File: src/rtl/histogram_pkg.sv
// histogram_pkg: shared types and sizing for the histogram frame sequencer.
//   state_e      - sequencer states (IDLE, ACCUM, DUMP)
//   BIN_IDX_W    - width of a bin index on data_in / bin_out
//   PIX_CNT_W    - pixel-count width for the default 1024-sample frame
//   pix_cnt_w()  - pixel-count width for an arbitrary frame length
package histogram_pkg;

  typedef enum logic [1:0] {
    IDLE  = 2'd0,
    ACCUM = 2'd1,
    DUMP  = 2'd2
  } state_e;

  localparam int unsigned BIN_IDX_W        = 8;
  localparam int unsigned FRAME_PIXELS_DEF = 1024;
  localparam int unsigned PIX_CNT_W        = $clog2(FRAME_PIXELS_DEF + 1);

  typedef logic [BIN_IDX_W-1:0] bin_idx_t;

  // Wide enough to hold the frame length itself, not just length-1.
  function automatic int unsigned pix_cnt_w(input int unsigned frame_pixels);
    return $clog2(frame_pixels + 1);
  endfunction

endpackage

File: src/rtl/histogram_ctrl_hist_bin_bank.sv
// hist_bin_bank: one counter per bin.
//   Macro HISTOGRAM_CTRL_SATURATE_EN: when defined, counters stick at all-ones
//   instead of wrapping.
// Ports:
//   i_clk, i_rst_n  clock, asynchronous active-low reset (clears all bins)
//   inc_en/inc_idx  increment bin inc_idx; indices >= p_bins are ignored
//   rd_idx/rd_cnt   combinational read; rd_cnt already includes an increment
//                   landing on rd_idx this cycle; out-of-range reads give 0
//   clr_en/clr_idx  clear bin clr_idx (clear-on-read from the dump sequencer)
module hist_bin_bank
  import histogram_pkg::*;
#(
  parameter int p_bins       = 30,
  parameter int p_count_bits = 16
) (
  input  logic                    i_clk,
  input  logic                    i_rst_n,
  input  logic                    inc_en,
  input  logic [BIN_IDX_W-1:0]    inc_idx,
  input  logic [BIN_IDX_W-1:0]    rd_idx,
  output logic [p_count_bits-1:0] rd_cnt,
  input  logic                    clr_en,
  input  logic [BIN_IDX_W-1:0]    clr_idx
);

  typedef logic [p_count_bits-1:0] cnt_t;

  localparam bin_idx_t NBINS = bin_idx_t'(p_bins);

  cnt_t cnt_q [p_bins];
  cnt_t rd_cur;
  logic inc_hit;

  function automatic cnt_t bump(input cnt_t v);
`ifdef HISTOGRAM_CTRL_SATURATE_EN
    return (&v) ? v : v + cnt_t'(1);
`else
    return v + cnt_t'(1);
`endif
  endfunction

  assign inc_hit = inc_en && (inc_idx < NBINS);

  always_ff @(posedge i_clk or negedge i_rst_n) begin
    if (!i_rst_n) begin
      for (int i = 0; i < p_bins; i++) cnt_q[i] <= '0;
    end else begin
      for (int i = 0; i < p_bins; i++) begin
        if (clr_en && (clr_idx == bin_idx_t'(i)))
          cnt_q[i] <= '0;
        else if (inc_hit && (inc_idx == bin_idx_t'(i)))
          cnt_q[i] <= bump(cnt_q[i]);
      end
    end
  end

  always_comb begin
    rd_cur = '0;
    for (int i = 0; i < p_bins; i++) begin
      if (rd_idx == bin_idx_t'(i)) rd_cur = cnt_q[i];
    end
  end

  // Forwarding lets the dump start with bin 0's count on the same edge that
  // accepts the last frame sample.
  assign rd_cnt = (inc_hit && (inc_idx == rd_idx)) ? bump(rd_cur) : rd_cur;

endmodule

File: src/rtl/histogram_ctrl.sv
// histogram_ctrl: frame sequencer behind the histogram datapath.
// Accumulates one counter per bin over p_frame_pixels samples (sof sample
// included), then streams every bin out with clear-on-read and re-arms.
//   Macro HISTOGRAM_CTRL_SATURATE_EN: saturating bin counters (default wraps).
// Ports:
//   i_clk, i_rst_n            clock, asynchronous active-low reset
//   data_in/valid_in/sof_in   upstream bin-index stream
//   busy_out                  registered upstream stall, high for the whole dump
//   bin_out/count_out         dumped bin and its count
//   valid_out/sof_out/last_out  dump beat qualifiers (bin 0 / bin p_bins-1)
//   sof_err                   one-cycle pulse for a sof seen mid-frame
//   busy_in                   downstream stall; holds all outputs
module histogram_ctrl
  import histogram_pkg::*;
#(
  parameter int p_bins         = 30,
  parameter int p_frame_pixels = 1024,
  parameter int p_count_bits   = 16
) (
  input  logic                    i_clk,
  input  logic                    i_rst_n,
  input  logic [7:0]              data_in,
  input  logic                    valid_in,
  input  logic                    sof_in,
  output logic                    busy_out,
  output logic [7:0]              bin_out,
  output logic [p_count_bits-1:0] count_out,
  output logic                    valid_out,
  output logic                    sof_out,
  output logic                    last_out,
  output logic                    sof_err,
  input  logic                    busy_in
);

  localparam int PW = pix_cnt_w(p_frame_pixels);
  typedef logic [PW-1:0] pix_t;

  localparam pix_t     LAST_PIX = pix_t'(p_frame_pixels);
  localparam bin_idx_t LAST_BIN = bin_idx_t'(p_bins - 1);

  state_e                  state_q;
  pix_t                    pix_cnt_q;
  pix_t                    pix_nxt;
  logic                    inc_en;
  logic                    clr_en;
  logic                    frame_done;
  bin_idx_t                rd_idx;
  bin_idx_t                bin_nxt;
  logic [p_count_bits-1:0] rd_cnt;

  // pix_cnt_q is 0 in IDLE, so the same "+1" covers the sof sample.
  assign pix_nxt    = pix_cnt_q + pix_t'(1);
  assign frame_done = (pix_nxt == LAST_PIX);
  assign bin_nxt    = bin_out + bin_idx_t'(1);

  always_comb begin
    inc_en = valid_in && (((state_q == IDLE) && sof_in) ||
                          ((state_q == ACCUM) && !sof_in));
    clr_en = valid_out && !busy_in;
    // Outside a dump, look at bin 0 so the first beat can load on entry.
    rd_idx = (state_q == DUMP) ? bin_nxt : '0;
  end

  hist_bin_bank #(
    .p_bins       (p_bins),
    .p_count_bits (p_count_bits)
  ) u_bank (
    .i_clk   (i_clk),
    .i_rst_n (i_rst_n),
    .inc_en  (inc_en),
    .inc_idx (data_in),
    .rd_idx  (rd_idx),
    .rd_cnt  (rd_cnt),
    .clr_en  (clr_en),
    .clr_idx (bin_out)
  );

  always_ff @(posedge i_clk or negedge i_rst_n) begin
    if (!i_rst_n) begin
      state_q   <= IDLE;
      pix_cnt_q <= '0;
      busy_out  <= 1'b0;
      valid_out <= 1'b0;
      sof_out   <= 1'b0;
      last_out  <= 1'b0;
      sof_err   <= 1'b0;
      bin_out   <= '0;
      count_out <= '0;
    end else begin
      sof_err <= 1'b0;
      case (state_q)
        IDLE: begin
          if (inc_en) begin
            pix_cnt_q <= pix_nxt;
            if (frame_done) begin
              state_q   <= DUMP;
              busy_out  <= 1'b1;
              valid_out <= 1'b1;
              sof_out   <= 1'b1;
              last_out  <= 1'b0;
              bin_out   <= '0;
              count_out <= rd_cnt;
            end else begin
              state_q <= ACCUM;
            end
          end
        end
        ACCUM: begin
          if (valid_in && sof_in) begin
            sof_err <= 1'b1;
          end else if (inc_en) begin
            pix_cnt_q <= pix_nxt;
            if (frame_done) begin
              state_q   <= DUMP;
              busy_out  <= 1'b1;
              valid_out <= 1'b1;
              sof_out   <= 1'b1;
              last_out  <= 1'b0;
              bin_out   <= '0;
              count_out <= rd_cnt;
            end
          end
        end
        DUMP: begin
          if (valid_out && !busy_in) begin
            if (bin_out == LAST_BIN) begin
              state_q   <= IDLE;
              pix_cnt_q <= '0;
              busy_out  <= 1'b0;
              valid_out <= 1'b0;
              sof_out   <= 1'b0;
              last_out  <= 1'b0;
            end else begin
              bin_out   <= bin_nxt;
              count_out <= rd_cnt;
              sof_out   <= 1'b0;
              last_out  <= (bin_nxt == LAST_BIN);
            end
          end
        end
        default: state_q <= IDLE;
      endcase
    end
  end

endmodule

File: config.mk
export PLATFORM = sky130hd
export DESIGN_NAME = histogram_ctrl
export DESIGN_NICKNAME = d
export VERILOG_FILES = /design/src/rtl/histogram_pkg.sv /design/src/rtl/histogram_ctrl_hist_bin_bank.sv /design/src/rtl/histogram_ctrl.sv
export SDC_FILE = /design/constraint.sdc
export NUM_CORES = 2
export LEC_CHECK = 0
export ABC_AREA = 1
export CAP_MARGIN = 10
export CORE_ASPECT_RATIO = 0.8
export CORE_MARGIN = 2
export CORE_UTILIZATION = 50
export CTS_CLUSTER_DIAMETER = 50
export DETAILED_ROUTE_END_ITERATION = 10
export HOLD_SLACK_MARGIN = 0.15
export PLACE_DENSITY = 0.76
export SYNTH_ARGS = -nofsm -noshare
export SYNTH_HDL_FRONTEND = slang
export SYNTH_HIERARCHICAL = 1
export SYNTH_SLANG_ARGS = --single-unit
File: constraint.sdc
create_clock -name i_clk -period 4.8 [get_ports i_clk]
set_input_delay 0.96 -clock i_clk [delete_from_list [all_inputs] [get_ports i_clk]]
set_output_delay 0.96 -clock i_clk [all_outputs]
set_load 0.05 [all_outputs]
==> out/metrics.csv <==
metric,value,unit
maximum fanout along the worst path,7,
# setup viols final,3,
Worst-Skew Late Latency,640,ps
Placed Area,0.0341,mm^2
global routing usage on met1,44.8,%
Layout Skew,26.1,ps
f_max,0.207,GHz
Slew @ Worst Pin,912,ps
CTS tree,yes,
slowest CP cell,dfrtp_1,
drt pass-1 iters,6,
R2R Setup Slk,-40,ps
Post-Syn Instances,4504,
P per Cell Area,276,mW/mm^2
relative slew slack,39.2,%
number of synthesized register bits,522,
Design Power,10.1,mW
Routed Antenna Nets,0,
most frequent cells in the layout,"948 x nand2_1, 711 x inv_1, 635 x nor2_1",
critical path class,reg2reg,
CTS Hold Bufs,0,
period utilization,101,%
unrepaired setup endpoints after global routing,true,
Hold Crit Class,in2async,
reg2reg path depth,38,
Area Growth Syn to Fin,16.6,%
total number of vias,32332,
Period minus WS final,4840,ps
via/cell ratio,5.74,
Initial Util,50.5,%
All-Layer GR Usage,29.9,%
met2 GRT Util,43.1,%
Cell Rows,82,
Max VDD drop,0.000255,V
largest cells by area after synthesis,"dfrtp_1 41%, nand2_1 12%, inv_1 8.5%",
pin count of the biggest net entering global routing,108,
"Clk pin slew, worst setup/hold paths",60,ps
ANT cells,0,
total I/O pin count,42,
ys flop type,dfrtp_1,
FF-to-FF Start,bin_out[1]$_DFFE_PN0P_,
slowest cell delay on critical path,430,ps
Port Buffers,41,
HPWL Detailed,76200,um
clock tree buffer depth,3,
antenna violations before repair,3,
Syn Area/Cell,7.01,um^2
Die H,229,um
status,"finished, violations left",
Yosys warnings,6,
nets,4795,
Final Instance Area,0.0368,mm^2
Syn Std Cell Area,0.0316,mm^2
number of synthesized flops with an enable pin,0,
Worst path most repeated cell,nand2_1,
grt ovf,0,
"Hold Violations, Final",0,
first-pass GRT wire length,158000,um
top cell type's share of synthesized area,41.3,%
register area share after synthesis,41.3,%
core area,0.0626,mm^2
"FFs w/ async S/R, synth",100,%
worst path required time,5380,ps
Die ar.,0.0652,mm^2
drc violations,0,
Max Cap Viol,0,
number of distinct library cells after synthesis,65,
GP Congestion,1.02,
DRT iter0 DRCs,4137,
clk root buf,clkbuf_16,
"most common cell after layout, fill and taps aside",nand2_1,
H-Tree Depth,2,
setup TNS,-63.1,ps
Die Span X,285,um
layout cells sized above 1,9.95,%
net count after synthesis,4552,
RR Endpoint,count_out[14]$_DFFE_PN0P_,
grt peak-use layer,met1,
Final Slew Violations,0,
drt total wl,100000,um
vias in the first global route,29303,
CP startpoint kind,flop,
Num CTS Buffers,60,
Worst Hold Margin,414,ps
capturing element type of the critical path,flop,
WP data arrival,5420,ps
Sink Count,522,
met3 GRT Util,6.72,%
leading area contributor after synthesis,dfrtp_1,
Pleak,16.7,nW
wire per inst,17.8,um
Final WS setup,-39.5,ps
failing checks,negative setup slack,
[state kept, by name, summed over array words and instances (netlist names)]
name          cells
bin_out           8
busy_out          1
count_out        16
last_out          1
pix_cnt_q        11
sof_err           1
sof_out           1
state_q           2
u_bank/cnt_q    480
valid_out         1
[per-stage QoR]
step	worst slack (ps)	std cells	utilization, %
floorplan	556	4504	-
global placement	-110	5494	54.5
detailed placement	-164	5494	54.5
CTS	0.347	5612	58.0
global route	-254	5635	58.8
finish	-39.5	5635	58.8
[critical path: cells and delay by family, from the launching register on]
| kind | cells | cell delay (ps) |
|---|---|---|
| simple gates | 30 | 3330 |
| fa+ha+maj | 1 | 250 |
| buf+inv | 7 | 730 |
| flops | 1 | 430 |
[how the worst max path moves through the flow]
stage / startpoint / slack [ps] / end
finish: bin_out[1]$_DFFE_PN0P_ / -40 / count_out[14]$_DFFE_PN0P_
global route: bin_out[4]$_DFFE_PN0P_ / -250 / count_out[15]$_DFFE_PN0P_
CTS: bin_out[1]$_DFFE_PN0P_ / 0.3 / count_out[10]$_DFFE_PN0P_
detailed placement: bin_out[2]$_DFFE_PN0P_ / -160 / count_out[10]$_DFFE_PN0P_
global placement: bin_out[4]$_DFFE_PN0P_ / -110 / count_out[12]$_DFFE_PN0P_
floorplan: bin_out[0]$_DFFE_PN0P_ / 560 / count_out[14]$_DFFE_PN0P_
[synthesized netlist by cell type, types with 5 or more instances]
| master | count |
|---|---|
| nand2_1 | 968 |
| inv_1 | 716 |
| nor2_1 | 665 |
| dfrtp_1 | 522 |
| a21oi_1 | 329 |
| o21ai_0 | 215 |
| nand3_1 | 209 |
| nor3_1 | 200 |
| nand4_1 | 159 |
| a211oi_1 | 55 |
| a221oi_1 | 40 |
| clkbuf_1 | 37 |
| ha_1 | 35 |
| nor4_1 | 35 |
| a31oi_1 | 30 |
| xor2_1 | 26 |
| nand2_2 | 23 |
| o21a_1 | 19 |
| nor2_2 | 18 |
| inv_2 | 17 |
| buf_2 | 14 |
| o22ai_1 | 13 |
| and3_1 | 12 |
| clkinv_1 | 12 |
| nor3b_1 | 12 |
| xnor2_1 | 12 |
| a22oi_1 | 11 |
| nor2_4 | 9 |
| a311oi_1 | 7 |
| buf_4 | 6 |
| buf_6 | 6 |
| nand3_2 | 6 |
| or2_2 | 6 |
| o21ai_1 | 5 |
| o221a_2 | 5 |
[per-layer routing]
layer	wire length, um	share of wire, %
met5	35	0.035
met4	2820	2.8
met3	12000	12
met2	41400	41
met1	43800	44
[timing repair]
item | CTS | global route
setup endpoints to repair | 9 | 15
pin swaps | 14 | 46
buffers inserted | 8 | 23
cloned | 0 | 0
resized for setup | 19 | 100
[kinds of logic after synthesis]
logic type                 share of synthesized area, %
AOI/OAI and AO/OA                                  13.9
DFF                                                41.3
and+or+nand+nor                                    32.4
buffers and inverters                              9.89
xor gates and xnor gates                           1.05
adders and majority gates                          1.39
[cell type report]
class                   count  area [um^2]
inverters                 746         2830
fillers                  5605        25800
well taps                 840         1050
multi-input cells        3173        15800
repair buffers            244         2070
flip-flops and latches    522        13100
clock inverters            28          334
clock buffers              82         1730
[power breakdown]
part	total [mW]	internal [mW]	switching [mW]	leakage [nW]
Combinational	0.624	0.190	0.434	8.98
Sequential	4.73	4.56	0.170	6.74
Clock	4.79	2.81	1.98	1.01
Note: power is estimated with default switching activity, not from simulation.
